===== src/rtl/nn_seq_pkg.sv =====
// Shared types and helpers for the neural-network layer sequencer.
package nn_seq_pkg;

  localparam int unsigned STATE_W = 3;

  typedef enum logic [STATE_W-1:0] {
    IDLE = 3'b000,
    CLR  = 3'b001,
    MAC  = 3'b010,
    ACT  = 3'b011,
    WB   = 3'b100,
    DONE = 3'b101
  } nn_seq_state;

  // Index width for a count of v items, never narrower than one bit.
  function automatic int unsigned clog2_min1(input int unsigned v);
    return (v <= 32'd1) ? 32'd1 : 32'($clog2(v));
  endfunction

endpackage


===== src/rtl/nn_seq_ctrl_seq_counter.sv =====
// Wrapping index counter 0..MAX-1 with clear priority over enable.
module seq_counter
  import nn_seq_pkg::*;
#(
  parameter int unsigned MAX = 2
) (
  input  logic                       clk,
  input  logic                       reset,
  input  logic                       clr,
  input  logic                       en,
  output logic [clog2_min1(MAX)-1:0] count,
  output logic                       last
);

  localparam int unsigned W = clog2_min1(MAX);

  assign last = (count == W'(MAX - 32'd1));

  // Count register: clear wins, otherwise step and wrap after the last value.
  always_ff @(posedge clk) begin
    if (reset || clr) begin
      count <= '0;
    end else if (en) begin
      count <= last ? '0 : count + W'(1);
    end
  end

endmodule


===== src/rtl/nn_seq_ctrl.sv =====
// Layer/neuron/input sequencer driving MAC, activation and write-back strobes.
module nn_seq_ctrl
  import nn_seq_pkg::*;
#(
  parameter int unsigned N_IN    = 8,
  parameter int unsigned N_NEUR  = 4,
  parameter int unsigned N_LAYER = 2,
  parameter int unsigned ADDR_W  = 8
) (
  input  logic                           clk,
  input  logic                           reset,
  input  logic                           start,
  input  logic                           abort,
  input  logic                           ready,
  output logic                           busy,
  output logic                           done,
  output logic                           mac_clr,
  output logic                           mac_en,
  output logic                           act_en,
  output logic                           y_we,
  output logic [ADDR_W-1:0]              w_addr,
  output logic [clog2_min1(N_IN)-1:0]    x_addr,
  output logic [clog2_min1(N_NEUR)-1:0]  y_addr,
  output logic                           x_bank,
  output logic [clog2_min1(N_LAYER)-1:0] layer_idx
);

  localparam longint unsigned TOTAL_W = 64'(N_LAYER) * 64'(N_NEUR) * 64'(N_IN);
  localparam longint unsigned W_SPACE = 64'd1 << ADDR_W;

  if (N_IN < 1 || N_NEUR < 1 || N_LAYER < 1 || TOTAL_W > W_SPACE) begin : g_param_check
    $error("nn_seq_ctrl: counts must be >= 1 and all weights must fit in ADDR_W");
  end

  nn_seq_state state, state_nx;
  logic        i_last, n_last, l_last;
  logic        mac_acc, cnt_clr;
  logic        busy_nx, done_nx, mac_clr_nx, mac_en_nx, act_en_nx, y_we_nx;

  assign mac_acc = (state == MAC) && ready;
  assign cnt_clr = (state_nx == IDLE);
  assign x_bank  = layer_idx[0];

  seq_counter #(.MAX(N_IN)) u_i (
    .clk(clk), .reset(reset), .clr(cnt_clr), .en(mac_acc),
    .count(x_addr), .last(i_last)
  );

  seq_counter #(.MAX(N_NEUR)) u_n (
    .clk(clk), .reset(reset), .clr(cnt_clr), .en(state == WB),
    .count(y_addr), .last(n_last)
  );

  seq_counter #(.MAX(N_LAYER)) u_l (
    .clk(clk), .reset(reset), .clr(cnt_clr), .en((state == WB) && n_last),
    .count(layer_idx), .last(l_last)
  );

  // State register plus registered strobes, loaded from the next-state decode.
  always_ff @(posedge clk) begin
    if (reset) begin
      state   <= IDLE;
      busy    <= 1'b0;
      done    <= 1'b0;
      mac_clr <= 1'b0;
      mac_en  <= 1'b0;
      act_en  <= 1'b0;
      y_we    <= 1'b0;
    end else begin
      state   <= state_nx;
      busy    <= busy_nx;
      done    <= done_nx;
      mac_clr <= mac_clr_nx;
      mac_en  <= mac_en_nx;
      act_en  <= act_en_nx;
      y_we    <= y_we_nx;
    end
  end

  // Next-state: walk inputs, neurons, layers; abort overrides everything.
  always_comb begin
    state_nx = state;
    unique case (state)
      IDLE:    if (start) state_nx = CLR;
      CLR:     state_nx = MAC;
      MAC:     if (ready && i_last) state_nx = ACT;
      ACT:     state_nx = WB;
      WB:      state_nx = (n_last && l_last) ? DONE : CLR;
      DONE:    state_nx = IDLE;
      default: state_nx = IDLE;
    endcase
    if (abort) state_nx = IDLE;
  end

  // Output decode of the state about to be entered, one strobe per state.
  always_comb begin
    busy_nx    = 1'b0;
    done_nx    = 1'b0;
    mac_clr_nx = 1'b0;
    mac_en_nx  = 1'b0;
    act_en_nx  = 1'b0;
    y_we_nx    = 1'b0;
    busy_nx    = (state_nx != IDLE);
    done_nx    = (state_nx == DONE);
    mac_clr_nx = (state_nx == CLR);
    mac_en_nx  = (state_nx == MAC);
    act_en_nx  = (state_nx == ACT);
    y_we_nx    = (state_nx == WB);
  end

  // Weight address: one step per accepted MAC across the whole run.
  always_ff @(posedge clk) begin
    if (reset || cnt_clr) begin
      w_addr <= '0;
    end else if (mac_acc) begin
      w_addr <= w_addr + ADDR_W'(1);
    end
  end

endmodule


===== config.mk =====
export PLATFORM = sky130hd
export DESIGN_NAME = nn_seq_ctrl
export DESIGN_NICKNAME = d
export VERILOG_FILES = /design/src/rtl/nn_seq_pkg.sv /design/src/rtl/nn_seq_ctrl_seq_counter.sv /design/src/rtl/nn_seq_ctrl.sv
export SDC_FILE = /design/constraint.sdc
export NUM_CORES = 1
export LEC_CHECK = 0
export ABC_AREA = 1
export CORE_MARGIN = 2
export CORE_UTILIZATION = 40
export DETAILED_ROUTE_END_ITERATION = 7
export MAX_ROUTING_LAYER = met4
export PLACE_DENSITY = 0.66
export SETUP_SLACK_MARGIN = 0.5
export SYNTH_ARGS = -nofsm -noshare
export SYNTH_HDL_FRONTEND = slang
export SYNTH_HIERARCHICAL = 1
export SYNTH_SLANG_ARGS = --single-unit

===== constraint.sdc =====
create_clock -name clk -period 4.1 [get_ports clk]
set_clock_uncertainty 0.2 [all_clocks]
set_input_delay 0.82 -clock clk [delete_from_list [all_inputs] [get_ports clk]]
set_output_delay 0.82 -clock clk [all_outputs]
set_load 0.1 [all_outputs]

# Word-level counts from Yosys, hierarchy flattened
# Index checks and enable logic that the tools add are counted.
# Widths: inputs -> output; s select.
dict set report word_totals {
  regBits 23
  output_inout_bits 21
  word_cells 42
}
dict set report classes {
  add_sub_neg 4
  eq_ne 11
  n_mux 8
  n_reduce_logical 8
}
# operator count
set ops {}
lappend ops {{$mux 3} 5}
lappend ops {{$pmux 3 s5} 1}
lappend ops {{$eq 3x2->1 const B} 4}
lappend ops {{$eq 3x3->1 const B} 4}
lappend ops {{$add 8x1->8 const B} 1}
lappend ops {{$eq 3x1->1 const B} 2}
lappend ops {{$logic_not 3->1} 2}
lappend ops {{$logic_and 1x1->1} 4}
lappend ops {{$add 3x1->3 const B} 1}
lappend ops {{$reduce_bool 3->1} 1}
lappend ops {{$add 2x1->2 const B} 1}
lappend ops {{$eq 2x2->1 const B} 1}
lappend ops {{$mux 2} 1}
lappend ops {{$add 1x1->1 const B} 1}
lappend ops {{$logic_or 1x1->1} 1}
lappend ops {{$mux 1} 1}

# Depth between registers and ports, before layout
# Gate-level depths: netlist of the first run.
dict set report depth {
  ltp_word 7
  mapped_depth 12
}

# Modules after synthesis
# The synthesis of the first run kept the hierarchy.
# mod instances cells_each area_per_inst_um2 seq_area_each_um2
set modules_own_cells {}
lappend modules_own_cells {nn_seq_ctrl 1 114 837.1 340.3}
lappend modules_own_cells {{seq_counter (u_i)} 1 21 153.9 60.1}
lappend modules_own_cells {{seq_counter (u_n)} 1 14 97.6 40.0}
lappend modules_own_cells {{seq_counter (u_l)} 1 7 48.8 20.0}

# Worst setup path before layout of the first run
# Ideal clock, no wire load.
dict set report synth_path {
  path_type {reg-to-output}
  from {register u_l.count}
  to {output port x_bank}
  arrival_time_ns 1.409
  path_slack_ns 1.671
  path_stages_with_launch 2
  cell_sequence {dfxtp_1 -> buf_4}
}
# element line
set synth_lines {}
lappend synth_lines {{start: declaration} nn_seq_ctrl_seq_counter.sv:11} ;# output logic [clog2_min1(MAX)-1:0] count,
lappend synth_lines {{start signal: assignment} nn_seq_ctrl_seq_counter.sv:24} ;# count <= last ? '0 : count + W'(1);
lappend synth_lines {{end: declaration} nn_seq_ctrl.sv:24} ;# output logic x_bank,
# No word-level cell between the ends.

# Worst setup path after layout of the first run
dict set report layout_path {
  from {register u_l.count}
  to {output port layer_idx}
}
# element line
set layout_lines {}
lappend layout_lines {{end: declaration} nn_seq_ctrl.sv:25} ;# output logic [clog2_min1(N_LAYER)-1:0] layer_idx
# No word-level cell between the ends.

==> impl_metrics.env, run 1 <==
export IMPL_syn_area_um2=1140
export IMPL_synth_distinct_cells=25
export IMPL_dr_first_iter_drc_count=19
export IMPL_slowest_delay_ps=1160
export IMPL_maxSlewViolCount=0
export IMPL_r2r_cells=12
export IMPL_holdCritPathClass="flop to flop"
export IMPL_cp_num_buf_inv=1
export IMPL_period_share_pct=70.9
export IMPL_p_leak_nw=0.594
export IMPL_start_kind="flop"
export IMPL_synth_top_area_cell="dfxtp_1"
export IMPL_die_area_um2=3290
export IMPL_routed_wirelength_um=2080
export IMPL_via_count=962
export IMPL_path_delay_family="buffers and inverters"
export IMPL_worstReg2RegStart="u_i/count[0]$_SDFFE_PP0P_"
export IMPL_die_width_um=57.3
export IMPL_synth_seq_cells=23
export IMPL_cp_data_arrival_time_ps=1890
export IMPL_numCtsBuffers=3
export IMPL_swShare_pct=25.7
export IMPL_gp_congestion=0.809
export IMPL_coreArea_um2=2730
export IMPL_clk_pin_slew_ps=120
export IMPL_powerDensity_nw_per_um2=258
export IMPL_die_h_um=57.3
export IMPL_nNetsFinal=192
export IMPL_setup_viol=0
export IMPL_cp_data_required_time_ps=3080
export IMPL_finalHoldViolations=0
export IMPL_ctsResizeCount=0
export IMPL_drv_cap=0
export IMPL_p_int_mw=0.273
export IMPL_clkLatencyLatePin_ps=310
export IMPL_clkPwrFrac_pct=28.2
export IMPL_layout_commonest_cell="nand2_1"
export IMPL_hold_buffers=0
export IMPL_area_growth_pct=25.5
export IMPL_num_antenna_cells=0
export IMPL_viasPerCell=4.52
export IMPL_ir_drop_mv=0.217
export IMPL_fill_cells=283
export IMPL_switchingPower_mw=0.0947
export IMPL_postCtsSetupBuffers=0
export IMPL_cp_slowest_cell="clkdlybuf4s50_1"
export IMPL_port_buffers=25
export IMPL_hold_depth=2
export IMPL_fmax_mhz=344
export IMPL_clock_sinks=23
export IMPL_antenna_found_initial=0
export IMPL_critPathMaxFanout=5
export IMPL_tns_ps=0
export IMPL_rrSetupSlack_ps=2260
export IMPL_slew_headroom_pct=35.0
export IMPL_drive_gt1_share_pct=11.5
export IMPL_pwr_share_comb_pct=10.3
export IMPL_grt_pass1_wl_um=3660
export IMPL_cts_tree="done"
export IMPL_cp_cell_sequence="clkdlybuf4s50_1"
export IMPL_cts_max_level=1
export IMPL_dr_pass1_iters=4
export IMPL_postRouteAntennaNets=0
export IMPL_avgRoutedWirePerCell_um=9.77
export IMPL_syn_area_per_cell_um2=7.29
export IMPL_rows=19
export IMPL_cts_root_buf="clkbuf_4"
export IMPL_initial_core_util_pct=41.6
export IMPL_status="complete, no violations"
export IMPL_clk_path_buf_depth=2
export IMPL_syn_num_nets=165
export IMPL_ys_top_cells_by_area="dfxtp_1, nand2_1, inv_1"
export IMPL_rsz0062_at_grt="false"
export IMPL_fin_util_pct=52.2
export IMPL_ioPinCount=26
export IMPL_grt_usage_pct=14.5
export IMPL_grt_pass1_vias=890
export IMPL_yosysTopAreaCellShare_pct=40.5
export IMPL_yosysWarnings=6
export IMPL_hpwlAfterDp_um=1690
export IMPL_layout_min_cycle_time_ps=2910
export IMPL_synth_seq_area_share_pct=40.5
export IMPL_end_kind="output pin"
export IMPL_worstSetupPathType="flop to output pin"
export IMPL_drc=0
export IMPL_netlist_instances=156
export IMPL_grt_max_degree=19
export IMPL_seqPwrFrac_pct=61.6
export IMPL_cp_num_cells=1
export IMPL_grt_remaining_overflow=0
export IMPL_final_cell_mix="nand2_1, inv_1, nor2_1"
export IMPL_min_delay_start="u_i/count[1]$_SDFFE_PP0P_"
export IMPL_worst_slew_pin_slew_ps=973
export IMPL_startpoint="u_l/count$_SDFFE_PP0P_"
## layout make-up
type	count	area [µm²]	area share [%]
repair buffers	25	250	17.5
flip-flops and latches	23	460	32.3
multi-input cells	103	549	38.5
inverters	27	101	7.10
well taps	31	38.8	2.72
clock inverters	1	5.00	0.351
clock buffers	3	22.5	1.58
## registers in the layout, summed over array words and instances, names as in the netlist
name	count
done	1
busy	1
mac_clr	1
act_en	1
u_n/count	2
mac_en	1
state	3
w_addr	8
u_l/count	1
u_i/count	3
y_we	1
## metal layers
layer / wire [µm] / track usage (%)
met5: 0 / -
met4: 17 / 2.99
met3: 91 / 4.08
met2: 1070 / 25.0
met1: 897 / 16.9
## per-stage QoR
stage	total power, mW	instance area (µm²)	worst slack, ps	hold WS (ps)	cells
2_1_floorplan	0.259	1140	1670	419	156
3_3_place_gp	0.269	1400	1570	281	209
3_5_place_dp	0.270	1400	1530	285	209
4_1_cts	0.373	1430	1170	303	213
5_1_grt	0.381	1430	1130	316	213
6_report	0.368	1430	1190	301	213
## cells in the mapped netlist
library cell / number
nand3_1: 6
nor2_4: 3
buf_4: 2
o21ai_0: 1
nor3_1: 2
nand2_2: 2
nand3_4: 1
nand3_2: 1
a21oi_1: 3
o21ai_1: 1
dfxtp_1: 23
nand4_2: 1
nand4_1: 1
nand3b_1: 1
inv_1: 26
xor2_1: 3
nor2_1: 26
and2_1: 1
nand2_4: 2
inv_2: 1
buf_6: 1
nand2_1: 38
ha_1: 4
nor2_2: 5
and3_2: 1
## worst paths after layout
kind                                     to
hold / removal    u_i/count[1]$_SDFFE_PP0P_
setup reg to reg     u_l/count$_SDFFE_PP0P_
setup / recovery                  layer_idx
hold reg to reg   u_i/count[1]$_SDFFE_PP0P_
## logic make-up after synthesis
group           after synthesis  share of synthesized area [%]
compound gates                5                           2.20
xor+xnor                      3                           2.31
fa+ha+maj                     4                           4.40
buf+inv                      30                           11.2
flops                        23                           40.5
simple gates                 91                           39.4
## power by group through the flow
stage | Combinational [mW] | Clock (mW) | Sequential [mW]
detailed placement | 0.0380 | 0 | 0.232
global route | 0.0409 | 0.113 | 0.227
global placement | 0.0377 | 0 | 0.232
floorplan | 0.0172 | 0 | 0.242
CTS | 0.0381 | 0.109 | 0.227
finish | 0.0377 | 0.104 | 0.227
## worst min-delay path, cell delays in order, from the launching register on
cell	delay, ps
dfxtp_1	340
nor2_1	80
nor2_1	50
Note: power is estimated with default switching activity, not from simulation.
==> run 2, diff against run 1 <==
==> constraint.sdc (replaced) <==
create_clock -name clk -period 2.9 [get_ports clk]
set_clock_uncertainty 0.2 [all_clocks]
set_input_delay 0.58 -clock clk [delete_from_list [all_inputs] [get_ports clk]]
set_output_delay 0.58 -clock clk [all_outputs]
set_load 0.1 [all_outputs]
==> run 2 against run 1 <==
Via count is 1.9% higher; non-clock buffer count did not move; sequential cell count unchanged; count of clock-buffer cells in the layout grew 1; core utilization shrank 2.0 points; wire length decreased by 2.4%; setup slack worse by 140 ps; cell area is 3.8% lower; critical path depth did not move; power increased by 41%; first-iteration DRC count unchanged.
==> impl_metrics.env, run 2 (synthesized netlist as in run 1, its figures left out) <==
export IMPL_status="complete, no violations"
export IMPL_grt_max_degree=19
export IMPL_largest_register_ffs=8
export IMPL_rsz0062_at_grt="false"
export IMPL_path_delay_family="flip-flops"
export IMPL_layout_min_cycle_time_ps=1840
export IMPL_hpwlAfterDp_um=1590
export IMPL_routed_wirelength_um=2030
export IMPL_worstSetupPathType="flop to output pin"
export IMPL_clkLatencyLatePin_ps=310
export IMPL_initial_core_util_pct=41.6
export IMPL_cp_num_buf_inv=1
export IMPL_num_antenna_cells=0
export IMPL_setup_ws_ps=1060
export IMPL_maxSlewViolCount=0
export IMPL_dp_worst_setup_slack_ps=735
export IMPL_nNetsFinal=192
export IMPL_die_h_um=57.3
export IMPL_fmax_mhz=543
export IMPL_clk_pin_slew_ps=130
export IMPL_multi_input_area_um2=549
export IMPL_ioPinCount=26
export IMPL_ir_drop_mv=0.384
export IMPL_via_count=980
export IMPL_end_kind="output pin"
export IMPL_die_area_um2=3290
export IMPL_ctsResizeCount=0
export IMPL_setup_viol=0
export IMPL_numCtsBuffers=3
export IMPL_slew_headroom_pct=73.3
export IMPL_coreArea_um2=2730
export IMPL_drv_cap=0
export IMPL_grt_pass1_vias=900
export IMPL_postCtsSetupBuffers=0
export IMPL_cts_max_level=1
export IMPL_layout_commonest_cell="nand2_1"
export IMPL_register_area_um2=460
export IMPL_grt_pass1_wl_um=3480
export IMPL_gp_congestion=0.780
export IMPL_slowest_delay_ps=430
export IMPL_start_kind="flop"
export IMPL_cts_root_buf="clkbuf_4"
export IMPL_p_leak_nw=0.634
export IMPL_period_share_pct=63.5
export IMPL_top_register="w_addr"
export IMPL_powerDensity_nw_per_um2=379
export IMPL_dr_pass1_iters=5
export IMPL_postRouteAntennaNets=0
export IMPL_clock_sinks=23
export IMPL_fill_cells=273
export IMPL_drive_gt1_share_pct=22.5
export IMPL_clk_path_buf_depth=2
export IMPL_cp_cell_sequence="buf_4"
export IMPL_viasPerCell=4.60
export IMPL_cp_data_required_time_ps=2120
export IMPL_avgRoutedWirePerCell_um=9.53
export IMPL_final_cell_mix="nand2_1, inv_1, nor2_1"
export IMPL_holdCritPathClass="flop to flop"
export IMPL_cts_tree="done"
export IMPL_worst_slew_pin_slew_ps=399
export IMPL_cp_slowest_cell="dfxtp_1"
export IMPL_grt_remaining_overflow=0
export IMPL_die_width_um=57.3
export IMPL_tns_ps=0
export IMPL_cp_data_arrival_time_ps=1060
export IMPL_hold_buffers=0
export IMPL_dr_first_iter_drc_count=19
export IMPL_rows=19
export IMPL_finalHoldViolations=0
export IMPL_drc=0
export IMPL_largestRegisters="w_addr (8), state (3), u_i/count (3)"
export IMPL_critPathMaxFanout=5
export IMPL_grt_usage_pct=13.6
export IMPL_port_buffers=25
export IMPL_area_growth_pct=20.8
export IMPL_antenna_found_initial=0
[run 2: changes by cell type in the layout (fill, tap and decap cells not counted), sizes merged]
cell and delta:
buf +21, clkdlybuf4s50 -21, clkinv -1, clkbuf +1
[run 2: final cells by class]
type | count | share of cell area [%]
inverter | 27 | 7.38
timing repair buffer | 25 | 14.4
clock buffer | 4 | 1.91
sequential | 23 | 33.5
tap | 31 | 2.82
multi-input combinational | 103 | 40.0
[run 2: layer usage]
layer	track usage, %	share of wire (%)	wire (µm)	up-vias
met5	-	0	0	-
met4	3.32	0.84	17	0
met3	4.31	4.6	94	4
met2	24.1	49	990	23
met1	14.7	46	928	432
li1	-	-	-	521
[run 2: stage by stage]
stage	power (mW)	instance area (µm²)	cells	hold WS, ps	utilization (%)
2_1_floorplan	0.366	1140	156	419	-
3_3_place_gp	0.380	1350	209	281	49.3
3_5_place_dp	0.380	1350	209	288	49.3
4_1_cts	0.531	1370	213	306	50.3
5_1_grt	0.542	1370	213	347	50.3
6_report	0.521	1370	213	300	50.3
[run 2: worst paths after layout]
path,slack [ps],depth (start not counted),end,from
setup reg to reg,1110,12,u_l/count$_SDFFE_PP0P_,u_i/count[0]$_SDFFE_PP0P_
setup / recovery,1060,1,x_bank,u_l/count$_SDFFE_PP0P_
hold / removal,300,2,u_i/count[1]$_SDFFE_PP0P_,u_i/count[1]$_SDFFE_PP0P_
hold reg to reg,300,2,u_i/count[1]$_SDFFE_PP0P_,u_i/count[1]$_SDFFE_PP0P_
[run 2: report_power, final]
group          internal [mW]  switching [mW]
sequential             0.319         0.00186
combinational         0.0156          0.0370
clock                 0.0537          0.0938
total                  0.388           0.133
==> run 3, diff against run 2 <==
--- a/config.mk
+++ b/config.mk
@@ -10,7 +10,7 @@
 export CORE_UTILIZATION = 40
 export DETAILED_ROUTE_END_ITERATION = 7
 export MAX_ROUTING_LAYER = met4
-export PLACE_DENSITY = 0.66
+export PLACE_DENSITY = 0.69
 export SETUP_SLACK_MARGIN = 0.5
 export SYNTH_ARGS = -nofsm -noshare
 export SYNTH_HDL_FRONTEND = slang
==> constraint.sdc (replaced) <==
create_clock -name clk -period 1.62 [get_ports clk]
set_clock_uncertainty 0.2 [all_clocks]
set_input_delay 0.324 -clock clk [delete_from_list [all_inputs] [get_ports clk]]
set_output_delay 0.324 -clock clk [all_outputs]
set_load 0.1 [all_outputs]
==> run 3 against run 2 <==
Wire length is 37% higher; power is 86% higher; the run now ends with setup timing left; register-to-register slack got worse by 1200 ps; critical path type is now flop to flop; core utilization up 23 points; combinational power rose to 2.8 times the previous value; count of clock-buffer cells in the layout unchanged; die area is the same.
==> impl_metrics.env, run 3 (synthesized netlist as in run 1, its figures left out) <==
export IMPL_status="finished, violations left"
export IMPL_violations="setup timing"
export IMPL_avgRoutedWirePerCell_um=12.1
export IMPL_dr_pass1_iters=4
export IMPL_coreArea_um2=2730
export IMPL_num_antenna_cells=0
export IMPL_worstSetupPathType="flop to flop"
export IMPL_drv_cap=0
export IMPL_top_register="w_addr"
export IMPL_cp_cell_sequence="ha_4 > ha_4 > nand2_1 > inv_1 > nand3_2 > nand2_2 > nand2_4 > nand3_4 > buf_12 > nand2_4 > nor2_2"
export IMPL_clkLatencyLatePin_ps=330
export IMPL_whs_ps=349
export IMPL_grt_remaining_overflow=0
export IMPL_start_kind="flop"
export IMPL_worstReg2RegStart="u_i/count[0]$_SDFFE_PP0P_"
export IMPL_layout_commonest_cell="nand2_1"
export IMPL_fin_util_pct=73.3
export IMPL_clk_path_buf_depth=2
export IMPL_critPathMaxFanout=4
export IMPL_p_leak_nw=0.805
export IMPL_viasPerCell=4.81
export IMPL_clock_sinks=23
export IMPL_slowest_delay_ps=380
export IMPL_grt_usage_pct=18.4
export IMPL_numCtsBuffers=3
export IMPL_port_buffers=25
export IMPL_cts_root_buf="clkbuf_4"
export IMPL_min_delay_start="u_i/count[2]$_SDFFE_PP0P_"
export IMPL_die_area_um2=3290
export IMPL_setup_ws_ps=-45.1
export IMPL_grt_pass1_vias=1031
export IMPL_drc=0
export IMPL_powerDensity_nw_per_um2=485
export IMPL_finalHoldViolations=0
export IMPL_grt_pass1_wl_um=4470
export IMPL_cp_data_required_time_ps=1660
export IMPL_cp_data_arrival_time_ps=1700
export IMPL_ioPinCount=26
export IMPL_rsz0062_at_grt="true"
export IMPL_layout_min_cycle_time_ps=1670
export IMPL_drive_gt1_share_pct=50.5
export IMPL_gp_congestion=0.893
export IMPL_nNetsFinal=210
export IMPL_postRouteAntennaNets=0
export IMPL_antenna_found_initial=0
export IMPL_die_h_um=57.3
export IMPL_cts_max_level=1
export IMPL_worst_slew_pin_slew_ps=366
export IMPL_clk_pin_slew_ps=130
export IMPL_dr_first_iter_drc_count=30
export IMPL_end_kind="flop"
export IMPL_routed_wirelength_um=2790
export IMPL_die_width_um=57.3
export IMPL_slew_headroom_pct=75.5
export IMPL_largest_register_ffs=8
export IMPL_startpoint="u_i/count[0]$_SDFFE_PP0P_"
export IMPL_rows=19
export IMPL_cts_tree="done"
export IMPL_fmax_mhz=601
export IMPL_largestRegisters="w_addr (8), state (3), u_i/count (3)"
export IMPL_ir_drop_mv=0.540
export IMPL_period_share_pct=103
export IMPL_hpwlAfterDp_um=1920
export IMPL_hold_buffers=0
export IMPL_via_count=1112
export IMPL_maxSlewViolCount=0
export IMPL_area_growth_pct=76.1
export IMPL_initial_core_util_pct=41.6
export IMPL_setup_viol=14
export IMPL_cp_slowest_cell="dfxtp_4"
export IMPL_grt_max_degree=14
export IMPL_fill_cells=190
export IMPL_final_cell_mix="nand2_1, inv_1, buf_12"
export IMPL_holdCritPathClass="flop to flop"
[run 3: path summary, 6_finish.rpt]
check / end / cells after the start / slack (ps)
setup / recovery: w_addr[6]$_SDFFE_PP0P_ / 11 / -50
setup reg to reg: w_addr[6]$_SDFFE_PP0P_ / 11 / -50
hold reg to reg: u_i/count[2]$_SDFFE_PP0P_ / 2 / 350
hold / removal: u_i/count[2]$_SDFFE_PP0P_ / 2 / 350
[run 3: area by class of cell]
cell class | count | area, µm² | area share, %
repair buffers | 42 | 628 | 31.4
clock buffers | 4 | 26.3 | 1.31
multi-input cells | 104 | 663 | 33.1
well taps | 31 | 38.8 | 1.94
flip-flops and latches | 23 | 543 | 27.1
inverters | 27 | 104 | 5.18
[run 3: timing repair]
item	in CTS	in global routing
pin swaps	8	4
gates resized for setup	19	10
hold endpoints to repair	0	0
gates cloned	0	1
endpoints found under the setup margin	44	44
setup buffers	9	1
[run 3: metrics by stage]
stage	cell area, µm²	instances	TNS [ps]	total power, mW	setup WS (ps)
after floorplan	1250	156	-985	0.627	-117
after global placement	1780	216	-2320	0.673	-181
after detailed placement	1780	216	-3120	0.676	-229
after CTS	1930	229	-18.0	0.956	-11.5
after global routing	2000	231	-1520	1.01	-105
final	2000	231	-392	0.971	-45.1
[run 3: worst max-delay path: cells and delay by family (launching register included)]
family                   cells  cell delay (ps)
adder cells (fa/ha/maj)      2              310
buffers and inverters        2              190
flip-flops                   1              380
AND/OR/NAND/NOR              7              500
[run 3: where the power goes]
part           switching, mW  total (mW)  internal [mW]  leakage [nW]
Combinational         0.0878       0.149         0.0612         0.587
Clock                  0.181       0.278         0.0967        0.0150
Sequential           0.00626       0.544          0.537         0.203
Total                  0.276       0.971          0.695         0.805
[run 3: metal layers]
metal / routed length (µm) / vias up / share of wire [%] / GRT usage, %
li1: - / 557 / - / -
met3: 139 / 5 / 5.0 / 3.63
met5: 0 / - / 0 / -
met4: 44 / 0 / 1.6 / 7.31
met1: 1080 / 518 / 39 / 21.6
met2: 1530 / 32 / 55 / 30.9
